File: src/rtl/blue_dma_pkg.sv
// Shared DMA types and constants.
// Register window base and FSM state encoding.
package blue_dma_pkg;

  typedef enum logic [1:0] {
    IDLE,
    FETCH,
    WRITE,
    FINISH
  } dma_state_e;

  localparam logic [1:0] DMA_MODE_SRC_L = 2'd0;
  localparam logic [1:0] DMA_MODE_SRC_U = 2'd1;
  localparam logic [1:0] DMA_MODE_DST   = 2'd2;
  localparam logic [1:0] DMA_MODE_AMT   = 2'd3;

  localparam logic [15:0] DMA_REGS = 16'h4804;

endpackage

File: src/rtl/dma_engine.sv
// ROM-to-internal-memory block copy engine.
// Stalls the CPU while words are fetched and written.
module dma_engine #(
  parameter int SRC_W = 24,
  parameter int CNT_W = 16
) (
  input  logic             clk,
  input  logic             rst,
  input  logic             dma_en,
  input  logic [1:0]       dma_mode,
  input  logic             memwrite,
  input  logic [15:0]      writedata,
  output logic [15:0]      rd_data,
  output logic             busy,
  output logic             cpu_stall,
  output logic             done,
  output logic             src_req,
  output logic [SRC_W-1:0] src_addr,
  input  logic             src_ack,
  input  logic [15:0]      src_data,
  output logic [15:0]      bus_addr,
  output logic [15:0]      bus_wdata,
  output logic             bus_write
);

  import blue_dma_pkg::*;

  dma_state_e       state;
  dma_state_e       state_nxt;
  logic [SRC_W-1:0] src;
  logic [15:0]      dst;
  logic [15:0]      data;
  logic [CNT_W-1:0] cnt;
  logic [CNT_W-1:0] amt_in;
  logic [7:0]       src_u;
  logic             reg_wr;
  logic             start;
  logic             last;

  assign amt_in = CNT_W'(writedata);
  assign reg_wr = dma_en & memwrite & ~busy;
  assign start  = reg_wr
                & (dma_mode == DMA_MODE_AMT)
                & (amt_in != '0);
  assign last   = (cnt <= CNT_W'(1));
  assign src_u  = 8'(src[SRC_W-1:16]);

  assign src_addr  = src;
  assign bus_addr  = dst;
  assign bus_wdata = data;

  // State register.
  always_ff @(posedge clk) begin
    if (!rst) state <= IDLE;
    else      state <= state_nxt;
  end

  // Next state and per-state strobes.
  always_comb begin
    state_nxt = state;
    busy      = 1'b1;
    src_req   = 1'b0;
    bus_write = 1'b0;
    done      = 1'b0;
    unique case (state)
      IDLE: begin
        busy = 1'b0;
        if (start) state_nxt = FETCH;
      end
      FETCH: begin
        src_req = 1'b1;
        if (src_ack) state_nxt = WRITE;
      end
      WRITE: begin
        bus_write = 1'b1;
        state_nxt = last ? FINISH : FETCH;
      end
      FINISH: begin
        done      = 1'b1;
        state_nxt = IDLE;
      end
    endcase
  end

  assign cpu_stall = busy;

  // Register file and transfer datapath.
  always_ff @(posedge clk) begin
    if (!rst) begin
      src  <= '0;
      dst  <= '0;
      cnt  <= '0;
      data <= '0;
    end else begin
      if (reg_wr) begin
        unique case (dma_mode)
          DMA_MODE_SRC_L: src[15:0] <= writedata;
          DMA_MODE_SRC_U:
            src[SRC_W-1:16] <= writedata[SRC_W-17:0];
          DMA_MODE_DST:   dst <= writedata;
          DMA_MODE_AMT:   cnt <= amt_in;
        endcase
      end
      if (state == FETCH && src_ack) data <= src_data;
      if (state == WRITE) begin
        src <= src + SRC_W'(1);
        dst <= dst + 16'd1;
        if (cnt != '0) cnt <= cnt - CNT_W'(1);
      end
    end
  end

  // Combinational register readback.
  always_comb begin
    rd_data = '0;
    if (dma_en) begin
      unique case (dma_mode)
        DMA_MODE_SRC_L: rd_data = src[15:0];
        DMA_MODE_SRC_U: rd_data = {busy, 7'b0, src_u};
        DMA_MODE_DST:   rd_data = dst;
        DMA_MODE_AMT:   rd_data = 16'(cnt);
      endcase
    end
  end

endmodule
File: config.mk
export PLATFORM = sky130hd
export DESIGN_NAME = dma_engine
export DESIGN_NICKNAME = d
export VERILOG_FILES = /design/src/rtl/blue_dma_pkg.sv /design/src/rtl/dma_engine.sv
export SDC_FILE = /design/constraint.sdc
export NUM_CORES = 1
export LEC_CHECK = 0
export BUFFER_PORTS_ARGS = -buffer_cell sky130_fd_sc_hd__buf_2
export CAP_MARGIN = 20
export CORE_UTILIZATION = 55
export CTS_CLUSTER_DIAMETER = 50
export DETAILED_ROUTE_END_ITERATION = 6
export GPL_TIMING_DRIVEN = 0
export PLACE_DENSITY = 0.85
export SYNTH_ARGS = -nofsm -noshare
export SYNTH_HDL_FRONTEND = slang
export SYNTH_SLANG_ARGS = --single-unit
File: constraint.sdc
create_clock -name clk -period 2.7 [get_ports clk]
set_input_delay 0.405 -clock clk [delete_from_list [all_inputs] [get_ports clk]]
set_output_delay 0.405 -clock clk [all_outputs]
set_load 0.05 [all_outputs]
Word-level counts from Yosys, hierarchy flattened --
Index checks and enable logic that the tools add are counted.
Word-level totals: bits in registers 74, input bits 39, word-level logic and storage cells 56
Operators by class: add/subtract/negate cells 3, order comparisons 1, eq/ne operators 8, muxes and demuxes 21, bitwise operators 4, reductions and logical operators 13
Operators by type and width (number):
- $mux W16 | 9
- $pmux W16 S4 | 1
- $mux W24 | 2
- $reduce_bool A16 Y1 | 2
- $add A24 B1 Y24 const B | 1
- $add A16 B1 Y16 const B | 1
- $le A16 B1 Y1 const B | 1
- $sub A16 B1 Y16 const B | 1
- $eq A2 B2 Y1 const B | 4
- $mux W8 | 1
- $pmux W2 S4 | 1
- $reduce_and A2 Y1 | 4
- $reduce_bool A2 Y1 | 4
- $mux W2 | 3
- $and A1 B1 Y1 | 4
- $eq A2 B1 Y1 const B | 2
- $logic_not A2 Y1 | 2
- $mux W1 | 4
- $ne A2 B2 Y1 const B | 2
- $logic_and A1 B1 Y1 | 1

Depth between registers and ports, before layout --
depth in word-level cells 6, depth in mapped cells 8, depth with buffers taken out 7

Worst setup path before layout --
No wires, ideal clock.
path kind input port to output port, start in dma_mode[1], end out rd_data[10], arrival time 1.872 ns, required time 2.295 ns, setup slack 0.423 ns, stages on the path 4, cell sequence buf_2 -> buf_1 -> a22oi_1 -> nor2b_1
On the way: longest elaborated chain between the ends 3
RTL lines:
- from (decl) | RTL line dma_engine.sv:10 | input logic [1:0] dma_mode,
- $eq A2 B2 Y1, or another cell as far along | RTL line dma_engine.sv:117 | unique case (dma_mode)
- $pmux W16 S4 * | RTL line dma_engine.sv:117
- $mux W16 * | RTL line dma_engine.sv:116 | if (dma_en) begin
- to (decl) | RTL line dma_engine.sv:13 | output logic [15:0] rd_data,
Mark *: on every way between the ends. The rest lies on a longest branch, timed or not.

Worst setup path in the final report --
start in dma_mode[1], end out rd_data[14]
Same word-level chain as after synthesis.

==> reports/qor.yml <==
status: "finished clean"
yosys.area.top_type_share: 0.341
synth_edf_count: 0
skew_ns: 0.0125
die_width_um: 90.9
grt_usage: 0.386
rrSetupSlack_ns: 0.36
muxShareOfSynthArea: 0.0659
synth_top_family_by_area: "simple AND/OR/NAND/NOR gates"
r2r_cells: 6
async_reset_ff_frac: 0
path_cells: "buf_2, buf_2, buf_1, mux2i_1, o21ai_0, and2_1, buf_2"
dp.cells: 762
slew_headroom: 0.360
gp_congestion: 0.965
start_util: 0.565
die_y_um: 90.9
cts_buffer_depth: 2
route.detailed.drc: 0
yosys-top-cells-area: "dfxtp_1, nand2_1, a21oi_1"
cp.arrival_ns: 2.20
reg2reg_to: "src_addr[7]$_SDFFE_PN0P_"
wirelength_um: 15700
drt_iter0_markers: 548
path_clk_slew_ns: 0.10
rsz0062_at_grt: "no"
post_cts_resized: 0
port-buffer-count: 115
grt_first_pass_wirelength_um: 25000
synth-seq-cells: 74
cp-start-kind: "input pin"
hold_viol_final: 0
hold_start: "src_data[10]"
antenna_found_initial: 0
ant_nets: 0
pwr-share-comb: 0.166
clock_sinks: 74
drv_slew: 0
cts_tree: "built"
final.setup.tns_ns: 0
num_antenna_cells: 0
hpwl_um: 11400
area_growth_pct: 20.9
cell_internal_pwr_mw: 1.69
synth-compound-area-share: 0.226
leakage_nw: 2.13
synth_top_flop_cell: "dfxtp_1"
dr_total_vias: 5170
post_cts_buffers: 0
syn_inst: 545
cap_violations: 0
wire_per_inst_um: 20.2
cp_common_cell: "buf_2"
max_stage_delay_ns: 0.56
synth_fp_nets: 588
path_class: "input pin to primary output"
ctsHoldBuffers: 0
htree_levels: 3
viasPerCell: 6.65
vdd_drop_max_v: 0.000348
critPathRequiredTime_ns: 2.30
clkPwrFrac: 0.374
synth_top_area_cell: "dfxtp_1"
num_rows: 32
power.total_mw: 2.53
critPathSlowestCell: "buf_1"
power_switching_uw: 835
synth.yosys.seq_area_share: 0.341
finalCriticalPeriod_ns: 2.60
crit_family: "buffers and inverters"
core_um2: 7690
synth_xor_area_frac: 0.00403
whs_ns: 0.254
seqPwrFrac: 0.461
clkLatencyLatePin_ns: 0.37
worstMarginPinSlew_ns: 0.951
worstHoldPathCells: 3
synth.distinct_cells: 64
sw_frac_of_total: 0.331
r2r-start: "state[1]$_SDFFE_PN0P_"
die-area_um2: 8260
yosysWarnings: 0
whs_endpoint: "bus_wdata[10]$_SDFFE_PN0P_"
yosys.area_share.simple: 0.311
dr.pass1.iters: 7
drive_above_1_share: 0.250
cts_inserted_buffers: 9
fin_crit_sh: 0.963
syn_avg_cell_area_um2: 7.98
synthTopCellsByCount: "nand2_1, dfxtp_1, a21oi_1"
cts-root-buf: "clkbuf_8"
finalSetupViolCount: 0
worstPathMaxFanout: 10
end_kind: "primary output"
syn_area_um2: 4350
boundaryPins: 116
grt_max_degree: 16
powerDensity_nw_per_um2: 481
synth.most_common_cell: "nand2_1"
fmax_mhz: 385
grt_pass1_vias: 4860
grt_overflow: 0
hold_class: "input pin to flip-flop"
synthAdderAreaFrac: 0.0115
fin_nets: 713
final_cells: 777
worst-path-buf-inv: 4
[registers in the layout (all words and copies together) (netlist names)]
name       cells
bus_wdata     16
bus_addr      16
cnt           16
src_addr      24
state          2
[cell families (layout without fill, tap and decap cells)]
family | after synthesis | count (layout)
AOI/OAI and AO/OA | 150 | 150
adders and majority gates | 4 | 4
DFF | 74 | 74
xor gates and xnor gates | 2 | 2
buffers and inverters | 41 | 171
muxes | 17 | 17
and+or+nand+nor | 257 | 257
[power groups by stage]
stage,Sequential [mW],Combinational [mW],Clock [mW]
after global routing,1.17,0.441,0.978
final,1.16,0.418,0.944
after global placement,1.19,0.400,0
after floorplan,1.24,0.204,0
after detailed placement,1.19,0.406,0
after CTS,1.16,0.407,0.935
[layout make-up]
class | count | area [um^2]
clock buffer | 9 | 124
tap | 102 | 128
sequential | 74 | 1480
fill | 678 | 2430
multi-input combinational | 430 | 2690
buffer | 33 | 148
clock inverter | 7 | 83.8
inverter | 7 | 26.3
timing repair buffer | 115 | 576
[worst min-delay path, stage by stage]
cell	delay [ns]
buf_2	0.09
nand2_1	0.04
a21oi_1	0.05
[metrics by stage]
| step | util | worst slack, ns | instance area, um^2 |
|---|---|---|---|
| floorplan | - | 0.423 | 4350 |
| global placement | 0.657 | 0.0299 | 5050 |
| detailed placement | 0.657 | -0.0223 | 5050 |
| CTS | 0.683 | 0.133 | 5250 |
| global route | 0.683 | 0.0217 | 5250 |
| finish | 0.683 | 0.0994 | 5250 |
[worst max path at each step]
stage                           start          end  slack [ns]  cells past startpoint
after floorplan           dma_mode[1]  rd_data[10]        0.42                      4
after global placement    dma_mode[0]   rd_data[7]        0.03                      6
after detailed placement  dma_mode[0]   rd_data[7]       -0.02                      6
after CTS                 dma_mode[1]  rd_data[14]        0.13                      7
after global routing      dma_mode[1]  rd_data[14]        0.02                      7
final                     dma_mode[1]  rd_data[14]         0.1                      7
[cell usage in the layout (no fill, tap or decap), drive strengths merged, types with 12 or more instances in the layout]
cell type / instances
a21oi: 43
a211oi: 12
o21ai: 23
nor3: 12
nor2: 40
a31oi: 19
buf: 125
nand2: 88
and2: 22
dfxtp: 74
clkbuf: 32
nand3: 26
[per-layer routing]
metal  global-route usage  part of all wire  vias to the layer above
met5                    0                 0                        -
met3               0.0926              0.12                       82
met4                0.245             0.055                        0
met1                0.506              0.40                     2382
li1                     -                 -                     2285
met2                0.566              0.42                      421
Note: power is estimated with default switching activity, not from simulation.
